$ cat config.mk
export PLATFORM = sky130hd
export DESIGN_NAME = ras_spill_ctrl
export DESIGN_NICKNAME = d
export VERILOG_FILES = /design/src/rtl/ras_pkg.sv /design/src/rtl/ras_spill_ctrl.sv
export SDC_FILE = /design/constraint.sdc
export NUM_CORES = 1
export LEC_CHECK = 0
export ABC_CLOCK_PERIOD_IN_PS = 3300
export CAP_MARGIN = 10
export CORE_ASPECT_RATIO = 1.2
export CORE_UTILIZATION = 40
export CTS_CLUSTER_SIZE = 24
export DETAILED_ROUTE_END_ITERATION = 8
export PLACE_DENSITY = 0.81
export SLEW_MARGIN = 10
export SYNTH_ARGS = -nofsm -noshare
export SYNTH_HDL_FRONTEND = slang
export SYNTH_SLANG_ARGS = --single-unit
$ cat constraint.sdc
create_clock -name clk -period 3.3 [get_ports clk]
set_clock_uncertainty 0.15 [all_clocks]
set_input_delay 0.33 -clock clk [delete_from_list [all_inputs] [get_ports clk]]
set_output_delay 0.33 -clock clk [all_outputs]
set_load 0.1 [all_outputs]
$ cat src/rtl/ras_pkg.sv
// Shared types and helpers for the return-address-stack spill path.
// Holds the spill FSM encoding, word size and count-width function.
package ras_pkg;

  typedef enum logic [2:0] {
    S_IDLE,
    S_SPILL_WR,
    S_SPILL_POP,
    S_FILL_RD,
    S_FILL_PUSH
  } spill_state_t;

  localparam int WORD_BYTES = 4;

  function automatic int cnt_width(input int depth);
    return $clog2(depth + 1);
  endfunction

endpackage

$ cat src/rtl/ras_spill_ctrl.sv
// Spills the oldest RAS entries to a memory-backed LIFO and refills them.
// One entry per episode pass; IDLE re-evaluates thresholds after each.
module ras_spill_ctrl
  import ras_pkg::*;
#(
  parameter int              DATA_WIDTH  = 32,
  parameter int              ADDR_WIDTH  = 32,
  parameter logic [ADDR_WIDTH-1:0] SPILL_BASE = 32'h0000_F000,
  parameter int              SPILL_DEPTH = 256
) (
  input  logic                  clk,
  input  logic                  rst,
  input  logic                  ena,
  input  logic                  over_thresh,
  input  logic                  under_thresh,
  input  logic                  full,
  input  logic                  empty,
  input  logic [DATA_WIDTH-1:0] dout_bottom,
  output logic                  push_bottom,
  output logic                  pop_bottom,
  output logic [DATA_WIDTH-1:0] din_bottom,
  output logic                  mem_req,
  output logic                  mem_we,
  output logic [ADDR_WIDTH-1:0] mem_addr,
  output logic [DATA_WIDTH-1:0] mem_wdata,
  input  logic                  mem_ack,
  input  logic [DATA_WIDTH-1:0] mem_rdata,
  output logic [cnt_width(SPILL_DEPTH)-1:0] spill_cnt,
  output logic                  busy,
  output logic                  spill_overflow
);

  localparam int CW = cnt_width(SPILL_DEPTH);
  localparam logic [CW-1:0] DEPTH_C = CW'(SPILL_DEPTH);

  spill_state_t state_q, state_d;

  logic [CW-1:0]         cnt_q, cnt_d;
  logic [ADDR_WIDTH-1:0] addr_q, addr_d;
  logic                  we_q, we_d;
  logic [DATA_WIDTH-1:0] wdata_q, wdata_d;
  logic [DATA_WIDTH-1:0] din_q, din_d;
  logic                  ovf_q, ovf_d;

  logic [ADDR_WIDTH-1:0] off_cur;
  logic [ADDR_WIDTH-1:0] off_top;

  assign off_cur = ADDR_WIDTH'(cnt_q) * ADDR_WIDTH'(WORD_BYTES);
  assign off_top = ADDR_WIDTH'(cnt_q - CW'(1)) * ADDR_WIDTH'(WORD_BYTES);

  logic do_spill;
  logic do_ovf;
  logic do_fill;

  assign do_spill = ena & over_thresh & ~empty & (cnt_q < DEPTH_C);
  assign do_ovf   = ena & over_thresh & (cnt_q == DEPTH_C);
  assign do_fill  = ena & under_thresh & ~full & (cnt_q != '0);

  always_comb begin
    state_d = state_q;
    cnt_d   = cnt_q;
    addr_d  = addr_q;
    we_d    = we_q;
    wdata_d = wdata_q;
    din_d   = din_q;
    ovf_d   = ovf_q;
    unique case (state_q)
      S_IDLE: begin
        if (do_spill) begin
          state_d = S_SPILL_WR;
          wdata_d = dout_bottom;
          addr_d  = SPILL_BASE + off_cur;
          we_d    = 1'b1;
        end else if (do_ovf) begin
          ovf_d = 1'b1;
        end else if (do_fill) begin
          state_d = S_FILL_RD;
          addr_d  = SPILL_BASE + off_top;
          we_d    = 1'b0;
        end
      end
      S_SPILL_WR: begin
        if (mem_ack) begin
          cnt_d   = cnt_q + CW'(1);
          state_d = S_SPILL_POP;
        end
      end
      S_SPILL_POP: state_d = S_IDLE;
      S_FILL_RD: begin
        if (mem_ack) begin
          din_d   = mem_rdata;
          cnt_d   = cnt_q - CW'(1);
          state_d = S_FILL_PUSH;
        end
      end
      S_FILL_PUSH: state_d = S_IDLE;
      default:     state_d = S_IDLE;
    endcase
  end

  always_ff @(posedge clk) begin
    if (rst) begin
      state_q <= S_IDLE;
      cnt_q   <= '0;
      addr_q  <= '0;
      we_q    <= 1'b0;
      wdata_q <= '0;
      din_q   <= '0;
      ovf_q   <= 1'b0;
    end else begin
      state_q <= state_d;
      cnt_q   <= cnt_d;
      addr_q  <= addr_d;
      we_q    <= we_d;
      wdata_q <= wdata_d;
      din_q   <= din_d;
      ovf_q   <= ovf_d;
    end
  end

  // Stack pulses come straight from state so they can never overlap.
  assign pop_bottom     = (state_q == S_SPILL_POP);
  assign push_bottom    = (state_q == S_FILL_PUSH);
  assign mem_req        = (state_q == S_SPILL_WR) | (state_q == S_FILL_RD);
  assign mem_we         = we_q;
  assign mem_addr       = addr_q;
  assign mem_wdata      = wdata_q;
  assign din_bottom     = din_q;
  assign spill_cnt      = cnt_q;
  assign busy           = (state_q != S_IDLE);
  assign spill_overflow = ovf_q;

endmodule

; Word-level counts from Yosys, hierarchy flattened
; Index checks and enable logic that the tools add are counted.
[classes]
addsub = 5
mul = 0
div = 0
n_lt_le_gt_ge = 1
n_eq_ne = 10
n_shift = 0
mux = 15
n_bitwise = 11
n_reduce_logical = 11
[ops]
columns = cell, count
row1 = 32-bit 2-to-1 mux, 3
row2 = "17-bit by 12-bit adder with 18-bit output, first input constant", 1
row3 = 9-bit 2-to-1 mux, 2
row4 = 9-bit one-hot mux with 2 select lines, 1
row5 = "16-bit by 11-bit adder with 17-bit output, first input constant", 1
row6 = 3-bit 2-to-1 mux, 5
row7 = "9-bit by 1-bit subtractor with 10-bit output, second input constant", 1
row8 = "9-bit by 1-bit adder with 9-bit output, second input constant", 1
row9 = "9-bit == test, second input constant", 1
row10 = "9-bit less-than comparator, second input constant", 1
row11 = 3-bit one-hot mux with 3 select lines, 1
row12 = 3-bit AND reduction, 3
row13 = 9-bit nonzero test, 1
row14 = "9-bit by 1-bit subtractor with 9-bit output, second input constant", 1
row15 = 1-bit bitwise AND, 7
row16 = "3-bit by 2-bit == test with 1-bit output, second input constant", 2
row17 = "2-bit inequality test, second input constant", 3
row18 = "3-bit inequality test, second input constant", 2
row19 = 2-bit AND reduction, 2
row20 = 4-bit AND reduction, 1
row21 = 2-bit nonzero test, 2
row22 = "3-bit by 1-bit == test with 1-bit output, second input constant", 1
row23 = "3-bit == test, second input constant", 1
row24 = 3-bit zero test, 1
row25 = other kinds (4), 8
[totals]
ff_bits = 110
latchBits = 0
ramBits = 0
rom_bits = 0
inputBits = 72
out_inout_bits = 111
word_cells = 60
memories = 0

; Depth between registers and ports, before layout
; Gate-level depths: netlist (run 1).
[logic_depth]
word_depth = 7
mapped_depth = 9
mapped_depth_nobuf = 8

; Worst setup path after synthesis (run 1)
; Ideal clock, no wire load.
[synth_path]
kind = reg-to-reg
startpoint = register state_q[0]
endpoint = register cnt_q[8], in the netlist spill_cnt[8]
setup_ps = 123
t_arrival_ps = 3138
required_time_ps = 3027
path_slack_ps = -112
stages_incl_launch_ff = 10
path_buffers = 1
period_less_slack_ps = 3412
path_cell_list = dfxtp_1 > nor2b_1 > clkbuf_1 > and2_1 > ha_1 > a21o_1 > a21oi_1 > o31ai_1 > mux2i_1 > mux2_1
[synth_via]
elab_chain_cells = 3
elab_cells_between_ends = 7
cone_classes = 4 x eq/ne / 1 x mux / 2 x reduce/logical
[synth_rtl]
columns = item, line
row1 = from (decl), ras_spill_ctrl.sv:36  ; spill_state_t state_q, state_d;
row2 = from (signal assigned), ras_spill_ctrl.sv:111  ; state_q <= state_d;
row3 = 3-bit by 2-bit == test with 1-bit output / 3-bit by 1-bit == test with 1-bit output (equally long branches), ras_spill_ctrl.sv:67  ; unique case (state_q)
row4 = 2-bit inequality test (no source line) / 2-bit nonzero test (equally long branches), n/a
row5 = 3-bit AND reduction (no source line), n/a
row6 = to (signal assigned), ras_spill_ctrl.sv:112  ; cnt_q <= cnt_d;
row7 = to (decl), ras_spill_ctrl.sv:38  ; logic [CW-1:0] cnt_q, cnt_d;
; Several ways; a longest one is shown, not always the timed one.
; A chain may end at the register's enable or synchronous reset.

; Worst setup path after layout (run 1)
; Ends and elaborated chain as after synthesis.

==> reports/metrics.yaml, run 1 <==
floorplanning:
  die_h_um: 110
  num_io_pins: 183
  start_util: 0.412
  dieArea_mm2: 0.0102
  core_mm2: 0.00952
  rows: 39
  die_w_um: 92.4
power_and_ir_drop:
  swShare: 0.265
  clkPwrFrac: 0.433
  power_density_mw_per_mm2: 469
  finalPower_mw: 2.74
  peakVddDrop_mv: 0.328
  pwr-share-comb: 0.160
  p_leak_nw: 2.16
  switching_power_mw: 0.726
  p_int_mw: 2.02
  power.share.sequential: 0.407
setup_path:
  crit_fanout: 8
  cp-end-kind: "flop"
  worstPathArrival_ps: 2760
  cp.required_ps: 3370
  start_kind: "flop"
  criticalPathCategory: "reg -> reg"
timing:
  hold_viol_final: 0
  fin_ws_ps: 609
  fmax_ghz: 0.372
  setup_viol: 0
  final.min_clock_period_ps: 2690
  timing.final.crit_share: 0.815
  fin_setup_tns_ps: 0
  rsz0062_at_grt: "false"
  tightest_slew_ps: 1150
  slew_headroom: 0.234
  slew_violations: 0
detailed_routing:
  drt_pass1_iterations: 5
  drc: 0
  drt-initial-drc-count: 106
  wirelength_um: 10100
  avgRoutedWirePerCell_um: 13.4
  via_per_inst: 4.87
  antenna_left: 0
  vias: 3670
clock_network:
  h-tree-depth: 3
  clkSinkCount: 90
  insertion_delay_ps: 330
  cts_tree: "built"
  cts_buffer_depth: 2
  cts_resized: 0
  cts-root-buf: "clkbuf_16"
  clkTransAtPathRegs_ps: 60
  cts_made_buffers: 9
  cts_hold_buf: 0
  postCtsSetupBuffers: 0
cells_and_area:
  drive_above_1_share: 0.0824
  nets: 708
  syn_to_final_growth_pct: 49.2
  n_antenna_cell: 0
  layout_commonest_cell: "clkdlybuf4s50_1"
  mostFrequentLayoutCells: "clkdlybuf4s50_1 (148), nand2_1 (147), dfxtp_1 (90)"
synth:
  synth_edf_count: 0
  avgSynthCellArea_um2: 8.22
  ys.flop_type: "dfxtp_1"
  netlist_area_mm2: 0.00392
  ys_seq_area_frac: 0.459
  synth.distinct_cells: 44
  ys_top_cells_by_area: "dfxtp_1 (46%), nand2_1 (14%), a21oi_1 (10%)"
  synth_top_area_cell: "dfxtp_1"
  synthArstFlopShare: 0
  synth_seq_cells: 90
  yosysWarnings: 0
  synthCells: 477
  synth_top_area_frac: 0.459
hold_path:
  hp-class: "reg -> reg"
grt:
  grt_max_degree: 42
  track_usage: 0.201
  grt_pass1_wl_um: 16500
  grt_pass1_vias: 3553
  grt-ovfl-total: 0
  antenna_found_initial: 0
placement:
  detailed_place_hpwl_um: 7400
  place_congestion: 0.855
  port_buffers: 164
  dp_slack_ps: 606
flow_run:
  drv_cap: 0
outcome:
  status: "finished clean"
## cell type report
| type | count | area [µm²] |
|---|---|---|
| Inverter | 4 | 15.0 |
| Clock buffer | 12 | 256 |
| Timing Repair Buffer | 172 | 1660 |
| Fill cell | 839 | 3660 |
| Multi-Input combinational cell | 349 | 1870 |
| Tap cell | 123 | 154 |
| Clock inverter | 4 | 97.6 |
| Sequential cell | 90 | 1800 |
## through the flow
stage	hold slack, ps	cell area (µm²)	instances	util
5_1_grt	321	5850	754	0.615
2_1_floorplan	316	3990	494	-
3_5_place_dp	296	5500	738	0.578
4_1_cts	304	5850	754	0.615
6_report	301	5850	754	0.615
3_3_place_gp	292	5500	738	0.578
## power by group through the flow
| stage | Clock, mW | Combinational, mW | Sequential [mW] |
|---|---|---|---|
| after CTS | 1.22 | 0.441 | 1.12 |
| after global routing | 1.27 | 0.457 | 1.12 |
| final | 1.19 | 0.440 | 1.12 |
| after floorplan | 0 | 0.190 | 1.27 |
| after global placement | 0 | 0.435 | 1.14 |
| after detailed placement | 0 | 0.440 | 1.14 |
## registers in the layout, summed over array words and instances, names as in the netlist
signal / flops
mem_wdata: 32
spill_overflow: 1
spill_cnt: 9
state_q: 3
din_bottom: 32
mem_addr: 12
mem_we: 1
## Yosys cell counts (all sizes together), types with 2 or more instances
| master | instances |
|---|---|
| and2 | 2 |
| buf | 38 |
| a31oi | 2 |
| inv | 4 |
| nor3b | 5 |
| nor4 | 2 |
| o21a | 2 |
| mux2i | 4 |
| nor3 | 3 |
| o211ai | 2 |
| o21ai | 3 |
| nand2 | 147 |
| nand2b | 3 |
| a21oi | 78 |
| nand3b | 5 |
| a211oi | 8 |
| xnor2 | 8 |
| nor2 | 23 |
| dfxtp | 90 |
| o31ai | 3 |
| nor2b | 3 |
| clkbuf | 13 |
| ha | 9 |
| a21o | 2 |
| and3 | 2 |
| xor2 | 4 |
## final timing paths
kind                      start            end  slack [ps]  depth (start not counted)
hold / removal    mem_wdata[30]  mem_wdata[30]         300                          2
hold reg to reg   mem_wdata[30]  mem_wdata[30]         300                          2
setup / recovery     state_q[0]   spill_cnt[8]         610                          9
setup reg to reg     state_q[0]   spill_cnt[8]         610                          9
## logic make-up (layout without fill, tap and decap cells)
kind of cell,count (synthesis),count (layout),synth area share
buf+inv,55,192,0.0813
compound gates,102,102,0.158
xor+xnor,12,12,0.0268
simple gates,202,202,0.226
fa+ha+maj,10,10,0.0338
mux,5,5,0.0131
other cells,1,18,0.000956
flops,90,90,0.459
## metal layers
layer,up-vias,GRT usage,part of all wire
li1,1829,-,-
met1,1672,0.226,0.40
met2,152,0.348,0.50
met3,17,0.0537,0.080
met4,0,0.0896,0.021
met5,-,0,0
## critical path, cell delays in order, from the launching register on
cell     delay (ps)
dfxtp_1         340
nor2b_1         140
buf_4           150
and2_1          260
fa_1            440
a21o_1          190
a21oi_1         270
o31ai_1         140
mux2i_1         170
mux2_1          330
No activity file was read; power rests on OpenSTA's default activity.
==> inputs of run 2 (changes only) <==
Settings changed: ABC_CLOCK_PERIOD_IN_PS 3300 to 2600.
Clock period 3.3 ns to 2.6 ns, I/O delays scaled along.
==> run 2 against run 1 <==
  * Sequential power rose by 27%
  * Power rose by 25%
  * First-iteration DRC count rose by 35%
  * Cell count rose by 0.80%
==> reports/metrics.yaml, run 2 (synthesis results as in run 1) <==
outcome:
  status: "finished clean"
cells_and_area:
  n_antenna_cell: 0
  layout_commonest_cell: "nand2_1"
  drive_above_1_share: 0.220
  fin_cells: 760
  mostFrequentLayoutCells: "nand2_1 (147), buf_4 (106), dfxtp_1 (90)"
  fin_area_mm2: 0.00571
  nets: 714
  syn_to_final_growth_pct: 45.6
clock_network:
  h-tree-depth: 3
  cts-root-buf: "clkbuf_16"
  cts_made_buffers: 9
  cts_tree: "built"
  cts_buffer_depth: 2
  clkTransAtPathRegs_ps: 70
  insertion_delay_ps: 340
  postCtsSetupBuffers: 0
  clkSinkCount: 90
setup_path:
  cp.required_ps: 2680
  worstPathArrival_ps: 2530
  crit_fanout: 8
  criticalPathCategory: "reg -> reg"
  start_kind: "flop"
  cp-end-kind: "flop"
grt:
  track_usage: 0.201
  grt-ovfl-total: 0
  antenna_found_initial: 0
  grt_pass1_wl_um: 16600
  grt_max_degree: 38
  grt_pass1_vias: 3650
power_and_ir_drop:
  p_leak_nw: 2.37
  power_density_mw_per_mm2: 601
  peakVddDrop_mv: 0.372
detailed_routing:
  wirelength_um: 10300
  drt-initial-drc-count: 143
  antenna_left: 0
  vias: 3724
  via_per_inst: 4.90
  drt_pass1_iterations: 4
  drc: 0
  avgRoutedWirePerCell_um: 13.5
timing:
  hold_viol_final: 0
  fin_ws_ps: 146
  timing.final.crit_share: 0.944
  rsz0062_at_grt: "false"
  fin_setup_tns_ps: 0
  setup_viol: 0
  final.min_clock_period_ps: 2450
  slew_violations: 0
  fmax_ghz: 0.408
  holdWs_ps: 24.2
flow_run:
  drv_cap: 0
placement:
  placedInstanceArea_mm2: 0.00537
  place_congestion: 0.835
  placedCellCount: 744
  dp_slack_ps: 87.8
  detailed_place_hpwl_um: 7560
  port_buffers: 164
floorplanning:
  die_w_um: 92.4
  core_mm2: 0.00952
  start_util: 0.412
  num_io_pins: 183
  die_h_um: 110
  rows: 39
  dieArea_mm2: 0.0102
hold_path:
  hp-class: "in -> reg"
run 2: layout make-up:
cell class	instances	area [µm²]
clock inverter	6	105
fill	857	3810
inverter	4	15.0
sequential	90	1800
tap	123	154
multi-input combinational	349	1880
timing repair buffer	178	1520
clock buffer	10	229
run 2: worst paths after layout:
path	start	endpoint	slack, ps	cells past startpoint
worst max-delay path	state_q[2]	spill_cnt[8]	150	8
worst min-delay path	rst	spill_cnt[3]	20	2
worst max register to register	state_q[2]	spill_cnt[8]	150	8
worst min register to register	din_bottom[21]	din_bottom[21]	310	2
run 2: critical path, cell delays in order, from the launching register on:
cell     delay (ps)
dfxtp_1         400
nor2b_1          80
and2_2          270
fa_1            420
a21o_1          210
a21oi_2         210
o31ai_1         120
mux2i_1         170
mux2_1          330
run 2: power by group:
part | internal (mW) | switching (mW)
Sequential | 1.40 | 0.0135
Combinational | 0.161 | 0.392
Clock | 0.935 | 0.528
Total | 2.50 | 0.934
run 2: repair_timing:
action,4_1_cts,5_1_grt
gates resized for setup,0,2
setup endpoints to repair,0,1
hold endpoints to repair,0,0
hold buffers,0,0
run 2: metal layers:
| layer | vias up | part of all wire | global-route usage |
|---|---|---|---|
| met5 | - | 0 | 0 |
| met4 | 0 | 0.030 | 0.0948 |
| met3 | 27 | 0.059 | 0.0496 |
| met2 | 143 | 0.50 | 0.354 |
| met1 | 1709 | 0.41 | 0.224 |
| li1 | 1845 | - | - |
run 2: per-stage QoR:
stage,power (mW),util
global placement,1.99,0.564
detailed placement,2.00,0.564
finish,3.43,0.600
global route,3.54,0.600
CTS,3.46,0.599
floorplan,1.85,-
